**src/rtl/idex_hazard_ctrl.sv**
```systemverilog
// -----------------------------------------------------------------------------
// idex_hazard_ctrl
//
// Reader-side controller of the ID/EX pipeline register in a 5-stage core.
// Compares the EX-stage destination held in ID/EX against the ID-stage
// sources to detect load-use hazards. It also reacts to EX branch resolution
// and to MEM-stage back-pressure. From these it drives the PC, IF/ID and ID/EX
// write enables and the flush/bubble controls.
//
// A 3-state FSM (RUN, LOAD_STALL, FLUSH) and a small down-counter stretch
// load-use stalls to LOAD_LAT cycles and branch flushes to FLUSH_CYCLES
// cycles. The control outputs are combinational from the registered state and
// the current inputs.
//
// Parameters
//   LOAD_LAT      bubble cycles per load-use hazard (1..7)
//   FLUSH_CYCLES  flush/bubble cycles per taken branch (1..7)
//   CNT_W         width of the saturating performance counters
//
// Ports
//   clk              in   clock, all state on rising edge
//   reset            in   synchronous, active-high
//   ifid_rs1/rs2     in   ID-stage source registers
//   ifid_uses_rs1/2  in   ID instruction actually reads rs1/rs2
//   idex_rd          in   destination register held in ID/EX
//   idex_mem_read    in   MemoryRead control held in ID/EX
//   ex_branch_taken  in   EX resolved a taken branch/jump this cycle
//   mem_busy         in   MEM stage cannot accept; freeze the pipeline
//   pc_write         out  PC updates this edge
//   ifid_write       out  IF/ID latches this edge
//   idex_write       out  ID/EX latches this edge
//   ifid_flush       out  IF/ID loads a NOP
//   idex_bubble      out  ID/EX loads zero control fields
//   state            out  0=RUN 1=LOAD_STALL 2=FLUSH
//   stall_count      out  cycles with pc_write=0, saturating
//   flush_count      out  taken-branch flush events, saturating
// -----------------------------------------------------------------------------
module idex_hazard_ctrl #(
  parameter int LOAD_LAT     = 1,
  parameter int FLUSH_CYCLES = 1,
  parameter int CNT_W        = 16
) (
  input  logic             clk,
  input  logic             reset,
  input  logic [4:0]       ifid_rs1,
  input  logic [4:0]       ifid_rs2,
  input  logic             ifid_uses_rs1,
  input  logic             ifid_uses_rs2,
  input  logic [4:0]       idex_rd,
  input  logic             idex_mem_read,
  input  logic             ex_branch_taken,
  input  logic             mem_busy,
  output logic             pc_write,
  output logic             ifid_write,
  output logic             idex_write,
  output logic             ifid_flush,
  output logic             idex_bubble,
  output logic [1:0]       state,
  output logic [CNT_W-1:0] stall_count,
  output logic [CNT_W-1:0] flush_count
);

  typedef enum logic [1:0] {
    RUN        = 2'd0,
    LOAD_STALL = 2'd1,
    FLUSH      = 2'd2
  } state_t;

  localparam logic [2:0] LOAD_RELOAD  = 3'(LOAD_LAT - 1);
  localparam logic [2:0] FLUSH_RELOAD = 3'(FLUSH_CYCLES - 1);

  state_t     state_q, state_d;
  logic [2:0] cnt_q, cnt_d;
  logic       hazard;
  logic       flush_event;

  assign state = state_q;

  // x0 is hard-wired to zero, so a load targeting it never creates a hazard.
  assign hazard = idex_mem_read && (idex_rd != 5'd0) &&
                  ((ifid_uses_rs1 && (ifid_rs1 == idex_rd)) ||
                   (ifid_uses_rs2 && (ifid_rs2 == idex_rd)));

  // NOTE: every signal written here gets a default first, so no path can leave
  // one unassigned and infer a latch.
  always_comb begin
    pc_write    = 1'b1;
    ifid_write  = 1'b1;
    idex_write  = 1'b1;
    ifid_flush  = 1'b0;
    idex_bubble = 1'b0;
    state_d     = state_q;
    cnt_d       = cnt_q;
    flush_event = 1'b0;

    if (reset) begin
      // Idle outputs while reset is held; the sequential block clears state.
    end else if (mem_busy) begin
      // Freeze everything. State and counter hold, so the pending branch or
      // load in EX is handled again once MEM releases.
      pc_write   = 1'b0;
      ifid_write = 1'b0;
      idex_write = 1'b0;
    end else begin
      unique case (state_q)
        RUN: begin
          if (ex_branch_taken) begin
            ifid_flush  = 1'b1;
            idex_bubble = 1'b1;
            flush_event = 1'b1;
            if (FLUSH_CYCLES > 1) begin
              state_d = FLUSH;
              cnt_d   = FLUSH_RELOAD;
            end
          end else if (hazard) begin
            pc_write    = 1'b0;
            ifid_write  = 1'b0;
            idex_bubble = 1'b1;
            // The injected bubble clears idex_mem_read next cycle, so the
            // same load is not detected twice.
            if (LOAD_LAT > 1) begin
              state_d = LOAD_STALL;
              cnt_d   = LOAD_RELOAD;
            end
          end
        end

        // EX holds a bubble here, so branch and hazard inputs are ignored.
        LOAD_STALL: begin
          pc_write    = 1'b0;
          ifid_write  = 1'b0;
          idex_bubble = 1'b1;
          if (cnt_q <= 3'd1) begin
            state_d = RUN;
            cnt_d   = 3'd0;
          end else begin
            cnt_d = cnt_q - 3'd1;
          end
        end

        FLUSH: begin
          ifid_flush  = 1'b1;
          idex_bubble = 1'b1;
          if (cnt_q <= 3'd1) begin
            state_d = RUN;
            cnt_d   = 3'd0;
          end else begin
            cnt_d = cnt_q - 3'd1;
          end
        end

        default: begin
          state_d = RUN;
          cnt_d   = 3'd0;
        end
      endcase
    end
  end

  // NOTE: sequential state uses non-blocking assignments so every register
  // samples pre-edge values regardless of statement order.
  always_ff @(posedge clk) begin
    if (reset) begin
      state_q     <= RUN;
      cnt_q       <= 3'd0;
      stall_count <= '0;
      flush_count <= '0;
    end else begin
      state_q <= state_d;
      cnt_q   <= cnt_d;
      if (!pc_write && (stall_count != '1)) begin
        stall_count <= stall_count + 1'b1;
      end
      if (flush_event && (flush_count != '1)) begin
        flush_count <= flush_count + 1'b1;
      end
    end
  end

endmodule

```
**config.mk**
```make
export PLATFORM = sky130hd
export DESIGN_NAME = idex_hazard_ctrl
export DESIGN_NICKNAME = d
export VERILOG_FILES = /design/src/rtl/idex_hazard_ctrl.sv
export SDC_FILE = /design/constraint.sdc
export NUM_CORES = 1
export LEC_CHECK = 0
export CAP_MARGIN = 40
export CORE_MARGIN = 2
export CORE_UTILIZATION = 45
export CTS_CLUSTER_DIAMETER = 200
export DETAILED_ROUTE_END_ITERATION = 6
export GPL_TIMING_DRIVEN = 1
export PLACE_DENSITY = 0.78
export SYNTH_ARGS = -nofsm -noshare
export SYNTH_HDL_FRONTEND = slang
export SYNTH_SLANG_ARGS = --single-unit
```
**constraint.sdc**
```tcl
create_clock -name clk -period 3.4 [get_ports clk]
set_clock_uncertainty 0.15 [all_clocks]
set_input_delay 0.34 -clock clk [delete_from_list [all_inputs] [get_ports clk]]
set_output_delay 0.34 -clock clk [all_outputs]
set_load 0.005 [all_outputs]
```
==> results.tsv <==
stage	metric	value	unit
final_layout	most common cell after layout, fill and taps aside	clkdlybuf4s50_1	
clock_tree	clock latency on the worst-skew pair	280	ps
final_layout	Final Cell Area	2450	µm²
clock_tree	CTS clk-pin slew, worst paths	70	ps
clock_tree	Hold-fix buffers, CTS	0	
worst_setup_path	r2r worst-path depth	7	
timing	TNS Setup	0	ps
timing	min Tclk post-route	2890	ps
timing	f_max	0.346	GHz
yosys	Post-Synthesis Cells	200	
placement	routability congestion estimate	0.877	
timing	Slew HR	0.613	
yosys	Post-synth ARST share	0	
timing	RSZ-0062 raised after global routing	no	
worst_setup_path	Critical Path Start Type	input pin	
worst_setup_path	Data arrival, critical path	2400	ps
worst_setup_path	Critical Path Start	idex_rd[3]	
drt	average vias per placed instance	5.49	
clock_tree	Root Driver	clkbuf_8	
power	Pleak	0.000842	µW
drt	Detailed Route WL	4130	µm
worst_setup_path	R2R Path End	stall_count[13]	
timing	final hold viol count	0	
yosys	Post-Syn Area	1720	µm²
drt	Residual DRC	0	
worst_setup_path	r2r setup slk	740	ps
floorplanning	row cnt	22	
floorplanning	Ports	61	
yosys	Yosys reg bits	32	
drt	DR iter-0 viols	111	
final_layout	Final Core Density	0.670	
worst_setup_path	CP cell instances	clkdlybuf4s50_1, xor2_1, nor4_1, a32oi_1, o41a_1, clkdlybuf4s50_1	
timing	final period utilization	0.851	
yosys	ys flop type	dfxtp_1	
worst_setup_path	Crit. End Element	output port	
worst_setup_path	critical path class	in -> out	
floorplanning	Die X	65.9	µm
floorplanning	Die Y	65.9	µm
final_layout	non-filler cells, final	307	
grt	initial antenna violation count	0	
placement	I/O Buffers	58	
final_layout	Nets	282	
drt	via count	1686	
yosys	number of enable flip-flop cells after synthesis	0	
yosys	sequential area share after synthesis	0.372	
worst_setup_path	CP required	2910	ps
yosys	syn_area_per_cell	8.61	µm²
worst_setup_path	crit path capture	ifid_write	
worst_setup_path	crit-path most repeated cell	clkdlybuf4s50_1	
worst_setup_path	CP max stage cell	clkdlybuf4s50_1	
clock_tree	CTS tree	built	
worst_setup_path	Reg-to-Reg Start	stall_count[0]	
hold_path	worst min-delay path class	reg -> reg	
clock_tree	Sink Count	32	
floorplanning	Die ar.	4340	µm²
yosys	Yosys cell types	41	
placement	DP Area	2320	µm²
final_layout	area grow syn2layout	42.3	%
grt	largest net degree at the start of global routing	28	
run_status	outcome	completed	
floorplanning	Initial Util	0.471	
final_layout	antenna cell count	0	
grt	first-pass GRT wire length	7000	µm
final_layout	share of cells above drive strength 1	0.0541	
grt	Remaining Overflow, GRT	0	
placement	hpwl dp	3020	µm
grt	GRT Util Overall	0.206	
drt	DR pass1 iterations	5	
floorplanning	core area	3660	µm²
clock_tree	htree depth	2	
timing	Slew Limit Fails	0	
drt	Routed Antenna Nets	0	
power	Worst VDD drop	314	µV
power	power per cell area	348	nW/µm²
job	Maximum Capacitance Violations	0	
drt	wire per inst	13.5	µm
yosys	YS warnings	0	
clock_tree	Clock Tree Buf Depth	2	
clock_tree	CTS Buf Count	5	
timing	# setup viols final	0	
placement	Inst Count DP	299	
worst_setup_path	Worst Path Max Fanout	3	
grt	vias in the first global route	1612	
clock_tree	CTS resizes	0	
clock_tree	Post-CTS Setup Bufs	0	
worst_setup_path	max incr delay on CP	470	ps
final_layout	most frequent cells in the layout	clkdlybuf4s50_1 (58), dfxtp_1 (32), nor2_1 (25)	
timing	Worst-Margin Slew	579	ps
==> through the flow <==
stage	hold slack, ps	setup WS, ps	total power (µW)
3_3_place_gp	325	500	466
3_5_place_dp	341	462	466
2_1_floorplan	327	959	424
6_report	355	507	853
4_1_cts	356	518	859
5_1_grt	383	403	881
==> how the worst min path moves through the flow <==
stage | start | to | slack (ps) | cells past startpoint
floorplan | stall_count[15] | stall_count[15] | 330 | 2
finish | stall_count[9] | stall_count[9] | 350 | 2
detailed placement | stall_count[15] | stall_count[15] | 340 | 2
CTS | stall_count[15] | stall_count[15] | 360 | 2
global placement | stall_count[9] | stall_count[9] | 330 | 2
global route | stall_count[9] | stall_count[9] | 380 | 2
==> metal layers <==
metal,part of all wire,vias to the layer above,track usage
li1,-,843,-
met1,0.44,778,0.241
met2,0.48,55,0.362
met3,0.058,10,0.0443
met4,0.018,0,0.0859
met5,0,-,0
==> where the power goes <==
group / leakage [µW] / total [µW] / switching, µW / internal [µW]
logic: 0.000520 / 77.7 / 33.3 / 44.4
clock network: 0.0000645 / 395 / 136 / 258
registers: 0.000258 / 380 / 2.69 / 377
total: 0.000842 / 853 / 172 / 680
==> registers in the layout (all words and copies together) (netlist names) <==
name         flops
flush_count     16
stall_count     16
==> worst max-delay path: cells and delay by family <==
kind | cells | cell delay, ps
buffers and inverters | 2 | 930
AO/OA/AOI/OAI | 2 | 640
XOR/XNOR | 1 | 190
AND/OR/NAND/NOR | 1 | 310
==> final cells by class <==
cell class / count / area [µm²]
fillers: 301 / 1210
well taps: 48 / 60.1
multi-input cells: 153 / 1010
clock buffers: 7 / 96.3
flip-flops and latches: 32 / 641
inverters: 6 / 22.5
clock inverters: 1 / 30.0
repair buffers: 60 / 596
==> cells in the mapped netlist, drive strengths merged, types with 2 or more instances <==
master / count / share of area
dfxtp: 32 / 0.37
nor2: 25 / 0.054
xor2: 17 / 0.086
nand3: 12 / 0.035
a21oi: 10 / 0.029
nand2: 9 / 0.020
or4: 8 / 0.035
o31ai: 7 / 0.031
xnor2: 7 / 0.036
and4: 6 / 0.032
buf: 6 / 0.025
inv: 6 / 0.013
nand4: 6 / 0.025
nor4: 6 / 0.025
o21ai: 5 / 0.015
or3: 5 / 0.018
and3: 4 / 0.015
clkbuf: 4 / 0.0087
mux2: 3 / 0.020
a21boi: 2 / 0.0087
and2: 2 / 0.0073
ha: 2 / 0.015
mux2i: 2 / 0.012
nor2b: 2 / 0.0073
o311ai: 2 / 0.010
o41ai: 2 / 0.010
==> cells by family after synthesis <==
group,share of synthesized area
simple gates,0.287
compound gates,0.125
flops,0.372
xor+xnor,0.122
buf+inv,0.0465
mux,0.0312
fa+ha+maj,0.0145
other cells,0.00218
No activity file was read; power rests on OpenSTA's default activity.
